[src/rtl/mem_access_ctrl.sv]
// Multi-cycle byte/half/word load-store unit in front of a word-only data memory.
// Define MEM_ACCESS_CTRL_ALIGN_CHECK_EN to report misaligned, out-of-range and reserved-size requests.
module mem_access_ctrl #(
  parameter int unsigned ADDR_WIDTH = 10
) (
  input  logic                  clk,
  input  logic                  rst,
  input  logic                  req_valid,
  output logic                  req_ready,
  input  logic                  req_we,
  input  logic [1:0]            req_size,
  input  logic                  req_signed,
  input  logic [31:0]           req_addr,
  input  logic [31:0]           req_wdata,
  output logic                  resp_valid,
  output logic [31:0]           resp_rdata,
  output logic                  resp_err,
  output logic [ADDR_WIDTH-1:0] dm_addr,
  output logic [31:0]           dm_din,
  output logic                  dm_we,
  input  logic [31:0]           dm_dout
);

  typedef enum logic [1:0] {IDLE, READ, WRITE, RESP} state_e;

  state_e                state_q;
  logic [ADDR_WIDTH-1:0] addr_q;
  logic [31:0]           wdata_q;
  logic [31:0]           buf_q;
  logic [1:0]            size_q;
  logic                  we_q;
  logic                  signed_q;
  logic                  resp_valid_q;
  logic [31:0]           resp_rdata_q;

  logic [1:0]            acc_size_d;
  logic [ADDR_WIDTH-1:0] acc_addr_d;

  function automatic logic [31:0] load_extract(input logic [31:0] w, input logic [1:0] lane,
                                               input logic [1:0] size, input logic sgn);
    logic [7:0]  b;
    logic [15:0] h;
    logic [31:0] r;
    b = w[{lane, 3'b000} +: 8];
    h = lane[1] ? w[31:16] : w[15:0];
    case (size)
      2'b00:   r = {{24{sgn & b[7]}}, b};
      2'b01:   r = {{16{sgn & h[15]}}, h};
      default: r = w;
    endcase
    return r;
  endfunction

  function automatic logic [31:0] store_merge(input logic [31:0] old, input logic [31:0] wd,
                                              input logic [1:0] lane, input logic [1:0] size);
    logic [31:0] r;
    r = old;
    case (size)
      2'b00: r[{lane, 3'b000} +: 8] = wd[7:0];
      2'b01: begin
        if (lane[1]) r[31:16] = wd[15:0];
        else         r[15:0]  = wd[15:0];
      end
      default: r = wd;
    endcase
    return r;
  endfunction

`ifdef MEM_ACCESS_CTRL_ALIGN_CHECK_EN
  logic acc_err_d;
  logic resp_err_q;

  always_comb begin
    acc_size_d = req_size;
    acc_addr_d = req_addr[ADDR_WIDTH-1:0];
    acc_err_d  = (req_size == 2'b11)
              || (req_size == 2'b01 && req_addr[0])
              || (req_size == 2'b10 && req_addr[1:0] != 2'b00)
              || (|req_addr[31:ADDR_WIDTH]);
  end

  assign resp_err = resp_err_q;
`else
  logic unused_addr_hi;
  assign unused_addr_hi = ^req_addr[31:ADDR_WIDTH];

  // Without checking, reserved size acts as word and the address is aligned down and wrapped.
  always_comb begin
    acc_size_d = (req_size == 2'b11) ? 2'b10 : req_size;
    acc_addr_d = req_addr[ADDR_WIDTH-1:0];
    if (acc_size_d == 2'b01)      acc_addr_d[0]   = 1'b0;
    else if (acc_size_d == 2'b10) acc_addr_d[1:0] = 2'b00;
  end

  assign resp_err = 1'b0;
`endif

  always_ff @(posedge clk) begin
    if (rst) begin
      state_q      <= IDLE;
      addr_q       <= '0;
      wdata_q      <= '0;
      buf_q        <= '0;
      size_q       <= '0;
      we_q         <= 1'b0;
      signed_q     <= 1'b0;
      resp_valid_q <= 1'b0;
      resp_rdata_q <= '0;
`ifdef MEM_ACCESS_CTRL_ALIGN_CHECK_EN
      resp_err_q   <= 1'b0;
`endif
    end else begin
      resp_valid_q <= 1'b0;
      resp_rdata_q <= '0;
`ifdef MEM_ACCESS_CTRL_ALIGN_CHECK_EN
      resp_err_q   <= 1'b0;
`endif
      case (state_q)
        IDLE: begin
          if (req_valid) begin
            addr_q   <= acc_addr_d;
            wdata_q  <= req_wdata;
            size_q   <= acc_size_d;
            we_q     <= req_we;
            signed_q <= req_signed;
`ifdef MEM_ACCESS_CTRL_ALIGN_CHECK_EN
            if (acc_err_d) begin
              state_q      <= RESP;
              resp_valid_q <= 1'b1;
              resp_err_q   <= 1'b1;
            end else if (req_we && acc_size_d == 2'b10) begin
              state_q <= WRITE;
            end else begin
              state_q <= READ;
            end
`else
            if (req_we && acc_size_d == 2'b10) state_q <= WRITE;
            else                               state_q <= READ;
`endif
          end
        end
        READ: begin
          buf_q <= dm_dout;
          if (we_q) begin
            state_q <= WRITE;
          end else begin
            state_q      <= RESP;
            resp_valid_q <= 1'b1;
            resp_rdata_q <= load_extract(dm_dout, addr_q[1:0], size_q, signed_q);
          end
        end
        WRITE: begin
          state_q      <= RESP;
          resp_valid_q <= 1'b1;
        end
        RESP:    state_q <= IDLE;
        default: state_q <= IDLE;
      endcase
    end
  end

  // The write strobe is gated by rst so a reset landing on WRITE never reaches memory.
  always_comb begin
    dm_addr = '0;
    dm_din  = '0;
    dm_we   = 1'b0;
    if (state_q == READ || state_q == WRITE) dm_addr = {addr_q[ADDR_WIDTH-1:2], 2'b00};
    if (state_q == WRITE) begin
      dm_we  = !rst;
      dm_din = store_merge(buf_q, wdata_q, addr_q[1:0], size_q);
    end
  end

  assign req_ready  = (state_q == IDLE);
  assign resp_valid = resp_valid_q;
  assign resp_rdata = resp_rdata_q;

endmodule

[config.mk]
export PLATFORM = sky130hd
export DESIGN_NAME = mem_access_ctrl
export DESIGN_NICKNAME = d
export VERILOG_FILES = /design/src/rtl/mem_access_ctrl.sv
export SDC_FILE = /design/constraint.sdc
export NUM_CORES = 1
export LEC_CHECK = 0
export CORE_ASPECT_RATIO = 0.8
export CORE_MARGIN = 2
export CORE_UTILIZATION = 42
export CTS_CLUSTER_DIAMETER = 150
export DETAILED_ROUTE_END_ITERATION = 10
export GPL_TIMING_DRIVEN = 0
export HOLD_SLACK_MARGIN = 0.08
export PLACE_DENSITY = 0.77
export SYNTH_ARGS = -nofsm -noshare
export SYNTH_HDL_FRONTEND = slang
export SYNTH_SLANG_ARGS = --single-unit
[constraint.sdc]
create_clock -name clk -period 2.46 [get_ports clk]
set_input_delay 0.369 -clock clk [delete_from_list [all_inputs] [get_ports clk]]
set_output_delay 0.369 -clock clk [all_outputs]
set_load 0.02 [all_outputs]
=== Word-level counts from Yosys, hierarchy flattened ===
Index checks and enable logic that the tools add are counted.

* Output and inout port bits: 78
* Register bits after elaboration: 113

* Equal/unequal tests: 8
* Add/subtract/negate cells: 1
* Shift operators: 3
* Bitwise gates (word level): 3
* Reductions and logical operators: 7
* Mux-type cells: 19

{| class="wikitable"
|+ Operators with widths
! operator !! count
|-
| $pmux W32 S2 || 2
|-
| $mux W16 || 3
|-
| $bwmux W32 || 1
|-
| $mux W32 || 1
|-
| $shift A8 B7 Y32 const A || 1
|-
| $shiftx A32 B6 Y8 || 1
|-
| $shiftx A8 B7 Y32 || 1
|-
| $mux W10 || 1
|-
| $eq A2 B2 Y1 const B || 4
|-
| $mux W2 || 4
|-
| $pmux W2 S4 || 1
|-
| $neg A5 Y7 || 1
|-
| $eq A2 B1 Y1 const B || 3
|-
| $mux W1 || 5
|-
| $logic_not A2 Y1 || 2
|-
| $reduce_or A3 Y1 || 1
|-
| $and A1 B1 Y1 || 2
|-
| $ne A2 B2 Y1 const B || 1
|-
| $pmux W1 S2 || 1
|-
| $reduce_and A2 Y1 || 1
|-
| $logic_and A1 B1 Y1 || 1
|-
| $logic_not A1 Y1 || 1
|-
| $logic_or A1 B1 Y1 || 1
|-
| $not A1 Y1 || 1
|}

=== Depth between registers and ports, before layout ===
* Depth after elaboration: 7
* Mapped depth: 8

=== Worst setup path before layout ===
OpenSTA, ideal clock, no wires.

* Path type: register to output
* From: register addr_q[1]
* To: output dm_din[23]
* Stages on the path, launching flop included: 9
* Slack: -0.380 ns
* Data required time: 2.091 ns
* Arrival: 2.471 ns
* Cell sequence: dfxtp_1 > buf_2 > buf_2 > inv_1 > ha_1 > nand2b_1 > nor4b_2 > a21oi_1 > o21ai_0

* Longest elaborated chain between the ends: 5

{| class="wikitable"
|+ Ends and longest elaborated chain
! element !! RTL line !! RTL
|-
| from (decl) || 27 || <nowiki>logic [ADDR_WIDTH-1:0] addr_q;</nowiki>
|-
| from (signal assigned) || 121 || <nowiki>addr_q <= acc_addr_d;</nowiki>
|-
| $neg A5 Y7 || 59 || <nowiki>2'b00: r[{lane, 3'b000} +: 8] = wd[7:0];</nowiki>
|-
| $shiftx A8 B7 Y32 / $shift A8 B7 Y32 (equally long branches) || 59 ||
|-
| $bwmux W32 || 59 ||
|-
| $pmux W32 S2 (*) || 58 || <nowiki>case (size)</nowiki>
|-
| $mux W32 (*) || 168 || <nowiki>if (state_q == WRITE) begin</nowiki>
|-
| to (decl) || 19 || <nowiki>output logic [31:0] dm_din,</nowiki>
|}

Mark *: on every way between the ends. The rest lies on a longest branch, timed or not.

=== Worst setup path in the final report ===
* From: register addr_q[1]
* To: output dm_din[31]

The elaborated chain is that of the path after synthesis.

==> results.toml <==
[outcome]
outcome = "finished with violations"
violations = "negative setup slack"

[clock_tree]
cts_max_level = 4
holdBufCountCts = 0
clk_path_buf_depth = 2
clock_latency_ns = 0.43
cts_tree = "built"
clk_pin_slew_ns = 0.05
clockRootBuffer = "clkbuf_16"
cts_sinks = 113
cts_buffers = 17

[timing]
fmax_mhz = 352
tightest_slew_ns = 0.806
period_share_pct = 116
finalHoldViolCount = 0
period_needed_ns = 2.84
worst_slack_ns = -0.383
clock_skew_ns = 0.00801
rsz0062_at_grt = "true"
tns_ns = -9.37
slew_headroom_pct = 46.3
finalSetupViolations = 32
drv_slew = 0

[global_route]
antenna_found_initial = 0
overflow = 0
grt_pass1_vias = 5524
grt_max_degree = 17
track_usage_pct = 27.3
grt_pass1_wl_mm = 29.4

[cells_and_area]
n_antenna_cell = 0
layout_common_cells = "nand2_1, clkdlybuf4s50_1, dfxtp_1, a21oi_1, nor2_1"
final_common_cell = "nand2_1"
final_net_count = 978
drive_gt1_share_pct = 17.8
syn2layout_area_growth_pct = 51.2

[floorplan]
start_util_pct = 42.8
die_area_um2 = 14000
die_x_um = 132
rows = 37
ios = 181
die_h_um = 106
core_area_um2 = 12800

[logic_synthesis]
synthXorXnorAreaFrac_pct = 0
ys_seq_area_share_pct = 41.3
synth_async_sr_flop_share_pct = 0
yosys.area_share.simple_pct = 20.8
synth_area_um2 = 5480
yosysUniqueCellTypes = 40
ys_warn_count = 0
synth_top_family_by_area = "simple AND/OR/NAND/NOR gates"
synth_edf_count = 0
ys.flop_type = "dfxtp_1"
synth.avg_cell_area_um2 = 8.16
ys_ff_latch = 113
synth-compound-area-share_pct = 20.0
synth_adder_area_share_pct = 2.05
synthCells = 672
synthMuxAreaShare_pct = 10.4

[critical_path]
path_class = "register to output port"
crit_top_cell = "buf_6"
required_ns = 2.09
end_kind = "output port"
slowest_delay_ns = 0.35
arrival_ns = 2.47
worstPathCellList = "buf_6 -> buf_12 -> clkinvlp_4 -> ha_4 -> buf_6 -> nor4b_4 -> buf_6 -> a221o_1 -> a22o_4 -> buf_6"
crit_path_start_kind = "register"
crit_fanout = 8
critical_path.slowest_cell = "ha_4"

[power_and_ir_drop]
peakVddDrop_mv = 0.598
power_density_nw_per_um2 = 814
leakagePower_nw = 3.09
p_total_mw = 6.75

[routing]
drt_iter0_drc = 567
drt_wl_total_mm = 19.7
vias_per_cell = 5.60
dr.pass1.iters = 5
ant_nets = 0
wl_per_cell_um = 18.8
drc = 0
num_vias = 5881

[place]
port_buffers = 155
place_hpwl_mm = 13.9
pre_cts_ws_ns = -0.844
gp_congestion = 0.951

[min_path]
hp-class = "register to register"

[flow_run]
maxCapViolCount = 0
state kept, by name, summed over array words and instances (netlist names):
register / flops
size_q: 2
buf_q: 32
resp_rdata: 32
we_q: 1
resp_valid: 1
signed_q: 1
state_q: 2
wdata_q: 32
addr_q: 10
power by group:
group	internal (mW)	switching [mW]
logic	0.898	1.22
registers	2.07	0.224
clock network	1.49	0.851
total	4.46	2.29
path summary, 6_finish.rpt:
path / slack [ns] / to / cells past startpoint / from
worst max-delay path: -0.38 / dm_din[31] / 10 / addr_q[1]
worst min-delay path: 0.45 / addr_q[4] / 2 / addr_q[4]
worst max register to register: 0.16 / resp_rdata[3] / 7 / state_q[1]
worst min register to register: 0.45 / addr_q[4] / 2 / addr_q[4]
layout make-up:
| class | count | area (um2) |
|---|---|---|
| inverters | 15 | 60.1 |
| multi-input cells | 494 | 3220 |
| fillers | 1062 | 4530 |
| clock inverters | 7 | 87.6 |
| clock buffers | 22 | 454 |
| plain buffers | 50 | 264 |
| flip-flops and latches | 113 | 2260 |
| well taps | 175 | 219 |
| repair buffers | 175 | 1720 |
critical path, delay by kind of cell (launching register included):
family	cells	cell delay [ns]
buf+inv	6	0.73
flops	1	0.34
compound gates	2	0.59
fa+ha+maj	1	0.35
simple gates	1	0.04
metrics by stage:
stage          utilization, %  cells  hold WS [ns]  cell area, um2
2_1_floorplan               -    674         0.432            5550
3_3_place_gp             57.1   1004         0.438            7320
3_5_place_dp             57.1   1004         0.445            7320
4_1_cts                  63.2   1046         0.452            8110
5_1_grt                  64.7   1051         0.466            8290
6_report                 64.7   1051         0.450            8290
cells in the mapped netlist (4+ instances only):
cell type    n  share of area [%]
a2111oi_0    7                1.1
a21boi_0     8                1.1
a21oi_1     71                6.5
a221o_1      8                1.5
a221oi_1    17                2.7
a22o_2       7                1.3
a22oi_1      9                1.2
and2_1       9                1.0
buf_1        6               0.41
buf_2        5               0.46
buf_4        4               0.55
clkbuf_1    34                2.3
dfxtp_1    113                 41
ha_1         9                2.1
inv_1       15                1.0
mux2i_1     57                 10
nand2_1    146                 10
nand2b_1     6               0.68
nor2_1      62                4.2
nor2b_1     21                2.4
o21ai_0     23                2.1
o221ai_1     8                1.3
kinds of logic after synthesis:
group           after synthesis
compound gates              166
fa+ha+maj                     9
buf+inv                      67
flops                       113
mux                          57
other cells                   1
simple gates                259
timing repair:
| item | in CTS | in global routing |
|---|---|---|
| hold endpoints to repair | 0 | 0 |
| setup buffers | 14 | 6 |
| endpoints found under the setup margin | 41 | 40 |
| resized for setup | 223 | 29 |
| cloned | 0 | 0 |
| pin swaps | 25 | 30 |
metal layers:
layer  up-vias  wire (um)  GRT usage (%)
met2       349       8670           42.5
li1       2709          -              -
met1      2766       8560           36.7
met3        57       1990           6.91
met5         -          0              0
met4         0        503           9.94
(Power assumes the default switching activity.)
